==> config.mk <==
export PLATFORM = sky130hd
export DESIGN_NAME = ram_port_arbiter
export DESIGN_NICKNAME = d
export VERILOG_FILES = /design/src/rtl/ram_port_arbiter.sv
export SDC_FILE = /design/constraint.sdc
export NUM_CORES = 1
export LEC_CHECK = 0
export ABC_AREA = 1
export CAP_MARGIN = 20
export CORE_ASPECT_RATIO = 0.7
export CORE_UTILIZATION = 42
export DETAILED_ROUTE_END_ITERATION = 7
export PLACE_DENSITY = 0.86
export RECOVER_POWER = 25
export SKIP_LAST_GASP = 1
export SYNTH_ARGS = -nofsm -noshare
export SYNTH_HDL_FRONTEND = slang
export SYNTH_SLANG_ARGS = --single-unit
==> constraint.sdc <==
create_clock -name clk -period 2.49 [get_ports clk]
set_input_delay 0.498 -clock clk [delete_from_list [all_inputs] [get_ports clk]]
set_output_delay 0.498 -clock clk [all_outputs]
set_load 0.01 [all_outputs]
==> src/rtl/ram_port_arbiter.sv <==
// Arbiter and sequencer for the shared block RAM data port: serializes CPU and
// AUX req/ack accesses and runs a full-RAM clear sweep on command.
module ram_port_arbiter #(
    parameter int AW    = 12,
    parameter int DW    = 16,
    parameter int DEPTH = 4096
) (
    input  logic          clk,
    input  logic          res,
    input  logic          cpu_req,
    input  logic          cpu_we,
    input  logic [AW-1:0] cpu_addr,
    input  logic [DW-1:0] cpu_wdata,
    output logic          cpu_ack,
    output logic [DW-1:0] cpu_rdata,
    input  logic          aux_req,
    input  logic          aux_we,
    input  logic [AW-1:0] aux_addr,
    input  logic [DW-1:0] aux_wdata,
    output logic          aux_ack,
    output logic [DW-1:0] aux_rdata,
    input  logic          clr_req,
    output logic          clr_done,
    output logic          busy,
    output logic [AW-1:0] ram_addr,
    output logic [DW-1:0] ram_wdata,
    output logic          ram_we,
    input  logic [DW-1:0] ram_rdata
);

    typedef enum logic [2:0] {IDLE, ACC, WAIT, ACK, CLEAR, DONE} state_t;

    localparam logic            SEL_CPU  = 1'b0;
    localparam logic            SEL_AUX  = 1'b1;
    localparam int unsigned     LAST_IDX = DEPTH - 1;
    localparam logic [AW:0]     CNT_LAST = LAST_IDX[AW:0];
    localparam logic [AW:0]     CNT_ONE  = {{AW{1'b0}}, 1'b1};

    state_t        state_q, state_d;
    logic          sel_q, sel_d;
    logic          last_q, last_d;
    logic          clr_pend_q, clr_pend_d;
    logic [AW:0]   cnt_q, cnt_d;
    logic [DW-1:0] cpu_rdata_q, cpu_rdata_d;
    logic [DW-1:0] aux_rdata_q, aux_rdata_d;

    logic          own_we;
    logic [AW-1:0] own_addr;
    logic [DW-1:0] own_wdata;

    // The granted requester holds its inputs stable until ack, so the RAM
    // port is driven straight from them rather than from a captured copy.
    assign own_we    = (sel_q == SEL_AUX) ? aux_we    : cpu_we;
    assign own_addr  = (sel_q == SEL_AUX) ? aux_addr  : cpu_addr;
    assign own_wdata = (sel_q == SEL_AUX) ? aux_wdata : cpu_wdata;

    assign busy      = (state_q != IDLE);
    assign cpu_rdata = cpu_rdata_q;
    assign aux_rdata = aux_rdata_q;

    always_comb begin
        state_d     = state_q;
        sel_d       = sel_q;
        last_d      = last_q;
        clr_pend_d  = clr_pend_q;
        cnt_d       = cnt_q;
        cpu_rdata_d = cpu_rdata_q;
        aux_rdata_d = aux_rdata_q;
        cpu_ack     = 1'b0;
        aux_ack     = 1'b0;
        clr_done    = 1'b0;
        ram_we      = 1'b0;
        ram_addr    = '0;
        ram_wdata   = '0;

        // A clear requested mid-access is remembered and honoured at the next IDLE.
        if (clr_req && (state_q inside {ACC, WAIT, ACK})) begin
            clr_pend_d = 1'b1;
        end

        case (state_q)
            IDLE: begin
                if (clr_pend_q || clr_req) begin
                    state_d = CLEAR;
                    cnt_d   = '0;
                end else if (cpu_req && aux_req) begin
                    sel_d   = ~last_q;
                    state_d = ACC;
                end else if (cpu_req) begin
                    sel_d   = SEL_CPU;
                    state_d = ACC;
                end else if (aux_req) begin
                    sel_d   = SEL_AUX;
                    state_d = ACC;
                end
            end
            ACC: begin
                ram_we    = own_we;
                ram_addr  = own_addr;
                ram_wdata = own_wdata;
                last_d    = sel_q;
                state_d   = WAIT;
            end
            WAIT: begin
                if (!own_we) begin
                    if (sel_q == SEL_AUX) begin
                        aux_rdata_d = ram_rdata;
                    end else begin
                        cpu_rdata_d = ram_rdata;
                    end
                end
                state_d = ACK;
            end
            ACK: begin
                cpu_ack = (sel_q == SEL_CPU);
                aux_ack = (sel_q == SEL_AUX);
                state_d = IDLE;
            end
            CLEAR: begin
                ram_we   = 1'b1;
                ram_addr = cnt_q[AW-1:0];
                cnt_d    = cnt_q + CNT_ONE;
                if (cnt_q == CNT_LAST) begin
                    state_d = DONE;
                end
            end
            DONE: begin
                clr_done   = 1'b1;
                clr_pend_d = 1'b0;
                state_d    = IDLE;
            end
            default: begin
                state_d = IDLE;
            end
        endcase
    end

    always_ff @(posedge clk) begin
        if (res) begin
            state_q     <= IDLE;
            sel_q       <= SEL_CPU;
            last_q      <= SEL_AUX;
            clr_pend_q  <= 1'b0;
            cnt_q       <= '0;
            cpu_rdata_q <= '0;
            aux_rdata_q <= '0;
        end else begin
            state_q     <= state_d;
            sel_q       <= sel_d;
            last_q      <= last_d;
            clr_pend_q  <= clr_pend_d;
            cnt_q       <= cnt_d;
            cpu_rdata_q <= cpu_rdata_d;
            aux_rdata_q <= aux_rdata_d;
        end
    end

endmodule

### Yosys cells after proc, flatten, opt, wreduce, memory -nomap -nowiden

Index checks and enable logic that the tools add are counted.

* $add $sub $neg: 1
* equality and inequality tests: 9
* mux-type cells: 20
* bitwise logic cells: 4
* reduce and logical (&&, ||, !) cells: 14

Operators with widths (count)
* two-way mux 16 bit: 2
* one-hot mux 13 bit (2 select lines): 1
* one-hot mux 12 bit (2 select lines): 1
* two-way mux 3 bit: 5
* adder 13 x 1 -> 13 bit, second input constant: 1
* == test 13 x 12 -> 1 bit, second input constant: 1
* two-way mux 13 bit: 1
* two-way mux 12 bit: 1
* one-hot mux 3 bit (4 select lines): 1
* AND reduction 3 bit: 3
* nonzero test 3 bit: 3
* two-way mux 1 bit: 7
* == test 3 x 2 -> 1 bit, second input constant: 2
* == test 3 bit, second input constant: 2
* != test 5 bit, second input constant: 1
* != test 2 bit, second input constant: 2
* inverter 1 bit: 4
* AND reduction 2 bit: 2
* == test 3 x 1 -> 1 bit, second input constant: 1
* logical NOT 3 bit: 1
* logical AND 1 bit: 2
* one-hot mux 1 bit (2 select lines): 1
* nonzero test 2 bit: 1
* OR reduction 2 bit: 1
* logical OR 1 bit: 1

* flip-flop bits (word level): 51
* bits of input ports: 79

### Logic depth before layout (Yosys ltp)

Gate-level depths: netlist of run 1.

* depth in word-level cells: 5
* depth in mapped cells: 9

### Worst setup path before layout of run 1

Ideal clock, no wire load.

* path kind: register to output
* start point: register sel_q
* end point: output port ram_addr[0]
* arrival: 1139 ps
* slack: 853 ps
* cell stages (with the launch flop): 4
* path buffers: 1
* path through: dfxtp_1 -> clkbuf_1 -> nor2_1 -> o32ai_1

* cells in the longest elaborated chain, start to end: 2

Ends and longest elaborated chain
* from (decl): RTL line 40 `logic sel_q, sel_d;`
* from (signal assigned): RTL line 149 `sel_q <= sel_d;`
* two-way mux 12 bit: RTL line 54 `assign own_addr = (sel_q == SEL_AUX) ? aux_addr : cpu_addr;`
* one-hot mux 12 bit (2 select lines): RTL line 81 `case (state_q)`
* to (decl): RTL line 25 `output logic [AW-1:0] ram_addr,`

Every way passes these cells.

### Worst setup path in the final report of run 1

* start point: register sel_q
* end point: output port aux_ack

* cells in the longest elaborated chain, start to end: 1

Ends and longest elaborated chain
* two-way mux 1 bit: RTL line 81
* to (decl): RTL line 20 `output logic aux_ack,`

Every way passes these cells.

==> summary.md, run 1 <==
| Metric | Value |
|---|---|
| Status | `completed` |
| Crit path max-delay cell type | `clkdlybuf4s50_1` |
| H-tree lvl count | `2` |
| Crit path max-delay family | `buffers and inverters` |
| Iteration-0 DRC count of the detailed router | `205` |
| Slew headroom | `around 28%` |
| # setup viols final | `0` |
| Non-Filler Instances | `roughly 620` |
| Sum of buffers and inverters on the critical path | `3` |
| Crit start category | `flip-flop` |
| Die width | `96.22 um` |
| Hold path depth | `2` |
| Nature of the critical path endpoint | `output port` |
| Skew final | `0.01267 ns` |
| Number of synthesized flops with an enable pin | `0` |
| Power density cells | `566.1 mW/mm^2` |
| Max Slew Vio Count | `0` |
| Commonest non-fill, non-tap cells in the layout | `124 x clkdlybuf4s50_1, 113 x nor2_1, 83 x nand2_1` |
| Worst Path Required | `approximately 2 ns` |
| Levels on crit path | `4` |
| Number of post-CTS setup repair buffers | `0` |
| Crit-path cells | `clkinv_2 -> buf_4 -> nor2_1 -> clkdlybuf4s50_1` |
| Antenna Nets Post-Route | `0` |
| Die H | `between 60 and 70 um` |
| Post-synth ARST share | `0%` |
| Hpwl dp | `about 6700 um` |
| Area leader, netlist | `dfxtp_1` |
| Post-layout nets | `between 600 and 700` |
| Row Count | `23` |
| Net Count, Synth | `roughly 480` |
| Placed cell count | `between 600 and 700` |
| Worst Path Arrival | `1.88 ns` |
| Drt via density | `around 5.2` |
| Crit Path Class | `flip-flop to output port` |
| Vias | `roughly 3200` |
| Core Area | `just under 0.006 mm^2` |
| Grt ovf | `0` |
| Die ar. | `between 0.006 and 0.007 mm^2` |
| Initial antenna violation count | `0` |
| Routability cong. | `roughly 0.83` |
| Slowest stage delay, CP | `around 0.55 ns` |
| # IOs | `144` |
| Routed WL | `between 8000 and 9000 um` |
| RSZ-0062 raised after global routing | `false` |
| Starting Density | `44.46%` |
| Placed Instance Area | `0.004086 mm^2` |
| Fillcell total | `490` |
| Hold Crit Class | `flip-flop to flip-flop` |
| Ys flop type | `dfxtp_1` |
| Least-Margin Pin Slew | `around 1.1 ns` |
| Vias in the first global route | `3028` |
| Final setup TNS | `0 ns` |
| CTS tree | `yes` |
| TritonCTS Buffers | `5` |
| Design area | `around 0.0042 mm^2` |
| Multi-input gate area | `around 0.0014 mm^2` |
| Mean Syn Cell Area | `~6.5 um^2` |
| Fraction of layout cells with a size suffix above 1 | `slightly above 5%` |
| Drt wl/cell | `14.48 um` |
| Worst-path fanout max | `17` |
| Register area | `approximately 0.0010 mm^2` |
| F_max | `about 420 MHz` |
| VDD IR max | `slightly below 300 uV` |
| Syn. warnings | `0` |
| I/O Buffers | `between 100 and 150` |
| Commonest non-fill, non-tap cell in the layout | `clkdlybuf4s50_1` |
| Mapped Area | `0.002610 mm^2` |
| Residual DRC count | `0` |
| Fin crit share | `95.42%` |
| Clock Path Buffers | `2` |
| Sink Count | `51` |
| Global-route wire length before repair | `13590 um` |
| Flops & latches, synth | `roughly 50` |
| Clk Latency, worst-skew pair | `0.32 ns` |
| Top cells by area, synth | `dfxtp_1 39%, nor2_1 16%, nand2_1 12%` |
| Min Tclk post-route | `around 2.4 ns` |
| Worst reg-to-reg path cell count | `7` |
| Yosys top cell area share | `between 30% and 40%` |
| Hold_buf cts | `0` |
| GRT Util Overall | `around 27%` |
| Sequential area share after synthesis | `39.12%` |
| Final number of hold-violating endpoints | `0` |
| Pleak | `1.810 nW` |
| Root buf cell | `clkbuf_8` |
| Yosys cell types | `29` |
| Clock slew at reported path FFs | `around 0.10 ns` |
| Largest net degree at the start of global routing | `33` |
| P&R area growth vs syn | `61.07%` |
| Synth Instances | `approximately 400` |
| Max-cap check violation count | `0` |
| 1st-pass router iterations | `5` |
| Diode count | `0` |
## metrics by stage
stage | hold WS, ns | util (%) | setup slack, ns | total power, W
2_1_floorplan | 0.4360 | - | 0.8530 | 0.001416
4_1_cts | 0.4832 | 71.29 | 0.02468 | 0.002390
3_5_place_dp | 0.4649 | 69.61 | 0.08075 | 0.001908
3_3_place_gp | 0.4558 | 69.61 | 0.1494 | 0.001873
6_report | 0.4822 | 71.61 | 0.1139 | 0.002380
5_1_grt | 0.4994 | 71.61 | 0.007657 | 0.002502
## worst reg2reg max path: cells and delay by family (launching register included)
kind / cells / cell delay, ns
AO/OA/AOI/OAI: 2 / 0.25
buffers and inverters: 2 / 0.37
flip-flops: 1 / 0.37
AND/OR/NAND/NOR: 3 / 0.54
## final cells by class
cell class / count / share of cell area (%)
clock buffer: 5 / 1.637
timing repair buffer: 151 / 36.13
clock inverter: 3 / 0.4464
multi-input combinational: 306 / 32.77
inverter: 26 / 2.500
tap: 75 / 2.232
sequential: 51 / 24.29
## worst paths after layout
kind / startpoint / to / slack, ns
max: sel_q$_SDFFE_PP0P_ / aux_ack / 0.11
min: cnt_q[6]$_SDFFE_PP0P_ / cnt_q[6]$_SDFFE_PP0P_ / 0.48
max reg2reg: state_q[0]$_SDFFE_PP0P_ / cnt_q[7]$_SDFFE_PP0P_ / 0.88
min reg2reg: cnt_q[6]$_SDFFE_PP0P_ / cnt_q[6]$_SDFFE_PP0P_ / 0.48
## state kept, by name, indices dropped and copies added, names as in the netlist
name,cells
sel_q,1
aux_rdata,16
cnt_q,13
state_q,3
cpu_rdata,16
last_q,1
clr_pend_q,1
## where the power goes
part / switching (W) / internal [W]
Combinational: 0.000517 / 0.000449
Clock: 0.000295 / 0.000199
Sequential: 0.0000468 / 0.000873
Total: 0.000859 / 0.00152
## synth_stat cells (2+ instances only)
library cell  instances
o21ai_0              21
dfxtp_1              51
inv_4                 2
a21oi_1              29
nand2_1              82
nor2_2                3
nand2_4               2
buf_2                 5
o32ai_1               8
buf_6                 3
inv_2                 3
nor2_1              112
nand3_1              11
nand4_1               3
o21ai_1              22
clkbuf_1              9
nand2_2               2
o31ai_1               5
inv_1                20
## cells by family after synthesis
kind of cell / Yosys count / share of synthesized area [%]
AOI/OAI and AO/OA: 88 / 19.03
and+or+nand+nor: 217 / 33.22
adders and majority gates: 1 / 0.4793
buffers and inverters: 46 / 8.149
DFF: 51 / 39.12
## metal layers
metal	part of all wire, %	global-route usage [%]	up-vias
met5	0	0	-
met4	2.3	11.01	0
met3	6.8	7.000	21
met2	49	47.70	143
met1	42	32.03	1477
li1	-	-	1582
## what timing repair did
action,4_1_cts,5_1_grt
pin swaps,0,0
setup endpoints to repair,12,18
resized for setup,9,13
Note: power is estimated with default switching activity, not from simulation.
==> run 2: changes to the inputs <==
Settings changed: CORE_UTILIZATION 42 to 39, PLACE_DENSITY 0.86 to 0.81.
Clock period 2.49 ns to 2.6 ns, I/O delays scaled along.
==> run 2 against run 1 <==
Compared with the run above:
- routed wire length shrank 7.5%
- sequential power shrank 4.9%
- sequential cell count did not move
- clock skew decreased by 0.0027 ns
- total power shrank 4.9%
- non-clock buffer count stayed put
- worst hold slack worse by 0.0046 ns
- via count down 3.7%
- cell area up 0.18%
- global-route usage fell by 4.0 points
==> summary.md, run 2 (synthesis gave the netlist of run 1 again) <==
| Metric | Value |
|---|---|
| Hold_buf cts | `0 (unchanged)` |
| Largest net degree at the start of global routing | `33 (unchanged)` |
| Die ar. | `0.007029 mm^2 (+7.5%)` |
| Non-Filler Instances | `633 (+2.6%)` |
| Sink Count | `51 (unchanged)` |
| Worst Path Arrival | `1.92 ns (+0.04 ns)` |
| Post-layout nets | `621 (unchanged)` |
| Slew headroom | `9.378% (-18 points)` |
| Fraction of layout cells with a size suffix above 1 | `5.535% (+0.37 points)` |
| Worst Path Required | `2.08 ns (+0.09 ns)` |
| Vias | `3105 (-3.7%)` |
| FF-to-FF Start | `sel_q$_SDFFE_PP0P_` |
| 1st-pass router iterations | `4 (-1)` |
| Core Area | `0.006336 mm^2 (+7.9%)` |
| P&R area growth vs syn | `61.36%` |
| Final number of hold-violating endpoints | `0 (unchanged)` |
| Final setup TNS | `0 ns (unchanged)` |
| Nature of the critical path endpoint | `output port` |
| Die width | `99.78 um (+3.7%)` |
| Starting Density | `41.19% (-3.3 points)` |
| Drt wl/cell | `13.06 um (-9.8%)` |
| Hold Crit Class | `flip-flop to flip-flop` |
| Design area | `0.004212 mm^2 (+0.18%)` |
| H-tree lvl count | `2 (unchanged)` |
| Least-Margin Pin Slew | `1.345 ns (+0.2580 ns)` |
| Max-cap check violation count | `0 (unchanged)` |
| Min Tclk post-route | `about 2.4 ns` |
| Power, Total | `0.002264 W (-4.9%)` |
| GRT Util Overall | `23.26% (-4.0 points)` |
| Status | `completed` |
| Hold Path Origin | `clr_pend_q$_SDFFE_PP0P_` |
| F_max | `just over 400 MHz` |
| Diode count | `0 (unchanged)` |
| Clock Path Buffers | `2 (unchanged)` |
| Initial antenna violation count | `0 (unchanged)` |
| Crit Path Class | `flip-flop to output port` |
| # IOs | `144 (unchanged)` |
| Commonest non-fill, non-tap cell in the layout | `clkdlybuf4s50_1` |
| VDD IR max | `377.2 uV (+28%)` |
| Crit start category | `flip-flop` |
| Iteration-0 DRC count of the detailed router | `81 (-60%)` |
| Placed Instance Area | `0.004106 mm^2 (+0.49%)` |
| Placed cell count | `625 (+2.6%)` |
| Row Count | `24 (+4.3%)` |
| Fin crit share | `around 94%` |
| Grt ovf | `0 (unchanged)` |
| Pleak | `1.681 nW (-7.1%)` |
| Routability cong. | `0.8620 (+3.8%)` |
| Worst-path fanout max | `19 (+2)` |
| Max Slew Vio Count | `0 (unchanged)` |
| Power density cells | `537.7 mW/mm^2 (-5.0%)` |
| CTS tree | `yes` |
| Clock slew at reported path FFs | `0.09 ns (about the same)` |
| Commonest non-fill, non-tap cells in the layout | `134 x clkdlybuf4s50_1, 112 x nor2_1, 82 x nand2_1` |
| RSZ-0062 raised after global routing | `false` |
| Clk Latency, worst-skew pair | `0.31 ns (about the same)` |
| Root buf cell | `clkbuf_8` |
| TritonCTS Buffers | `5 (unchanged)` |
| Routed WL | `8266 um (-7.5%)` |
| Die H | `70.45 um (+3.7%)` |
| Global-route wire length before repair | `13200 um (-2.9%)` |
| CP startpoint | `sel_q$_SDFFE_PP0P_` |
| Antenna Nets Post-Route | `0 (unchanged)` |
| Residual DRC count | `0 (unchanged)` |
| Skew final | `0.009967 ns (-0.002702 ns)` |
| I/O Buffers | `143 (unchanged)` |
| Vias in the first global route | `2921 (-3.5%)` |
| # setup viols final | `0 (unchanged)` |
| Hpwl dp | `6259 um (-6.0%)` |
| Number of post-CTS setup repair buffers | `0 (unchanged)` |
| Drt via density | `4.905 (-6.1%)` |
==> run 2: changes by cell type in the layout (fill, tap and decap cells not counted), moves of 3 or more <==
cell	previous run	this run
dlygate4sd2_1	5	0
clkinv_2	4	1
dlymetal6s2s_1	12	8
clkdlybuf4s50_1	124	134
o21ai_0	30	22
o21ai_1	14	22
==> run 2: report_power, final <==
part / switching, W / total (W) / internal [W]
Clock: 0.000282 / 0.000475 / 0.000193
Sequential: 0.0000390 / 0.000875 / 0.000836
Combinational: 0.000478 / 0.000915 / 0.000436
==> run 2: final cells by class <==
cell class                      instances  area, um^2
Clock buffer                            5       68.82
Clock inverter                          3       23.77
Fill cell                             574        2125
Inverter                               26       101.3
Multi-Input combinational cell        306        1368
Sequential cell                        51        1021
Tap cell                               91       113.9
Timing Repair Buffer                  151        1515
==> run 2: routing by layer <==
| layer | routed length [um] | up-vias | global-route usage [%] | part of all wire [%] |
|---|---|---|---|---|
| li1 | - | 1578 | - | - |
| met1 | 3753 | 1397 | 29.46 | 45 |
| met2 | 3832 | 123 | 38.93 | 46 |
| met3 | 622 | 7 | 6.206 | 7.5 |
| met4 | 58 | 0 | 6.209 | 0.70 |
| met5 | 0 | - | 0 | 0 |
==> run 2: path summary, 6_finish.rpt <==
check	cells after the start	to	slack, ns
worst max-delay path	5	ram_wdata[3]	0.16
worst min-delay path	2	clr_pend_q$_SDFFE_PP0P_	0.48
worst max register to register	7	aux_rdata[10]$_SDFFE_PP0P_	0.44
worst min register to register	2	clr_pend_q$_SDFFE_PP0P_	0.48
==> run 2: stage by stage <==
stage | util (%) | hold slack [ns] | setup WS [ns]
2_1_floorplan | - | 0.4360 | 0.9410
3_5_place_dp | 64.81 | 0.4615 | 0.1808
4_1_cts | 66.27 | 0.4816 | 0.07017
6_report | 66.47 | 0.4776 | 0.1564
5_1_grt | 66.47 | 0.4952 | 0.009550
3_3_place_gp | 64.81 | 0.4555 | 0.2197
==> run 2: critical path: stages (launching register included) <==
cell	delay [ns]
dfxtp_1	0.34
inv_2	0.26
buf_4	0.26
nand2_1	0.07
a21oi_1	0.13
clkdlybuf4s50_1	0.56
==> run 2: repair_timing <==
item / 4_1_cts / 5_1_grt
setup endpoints to repair: 0 / 12
hold endpoints to repair: 0 / 0
gates resized for setup: 0 / 9
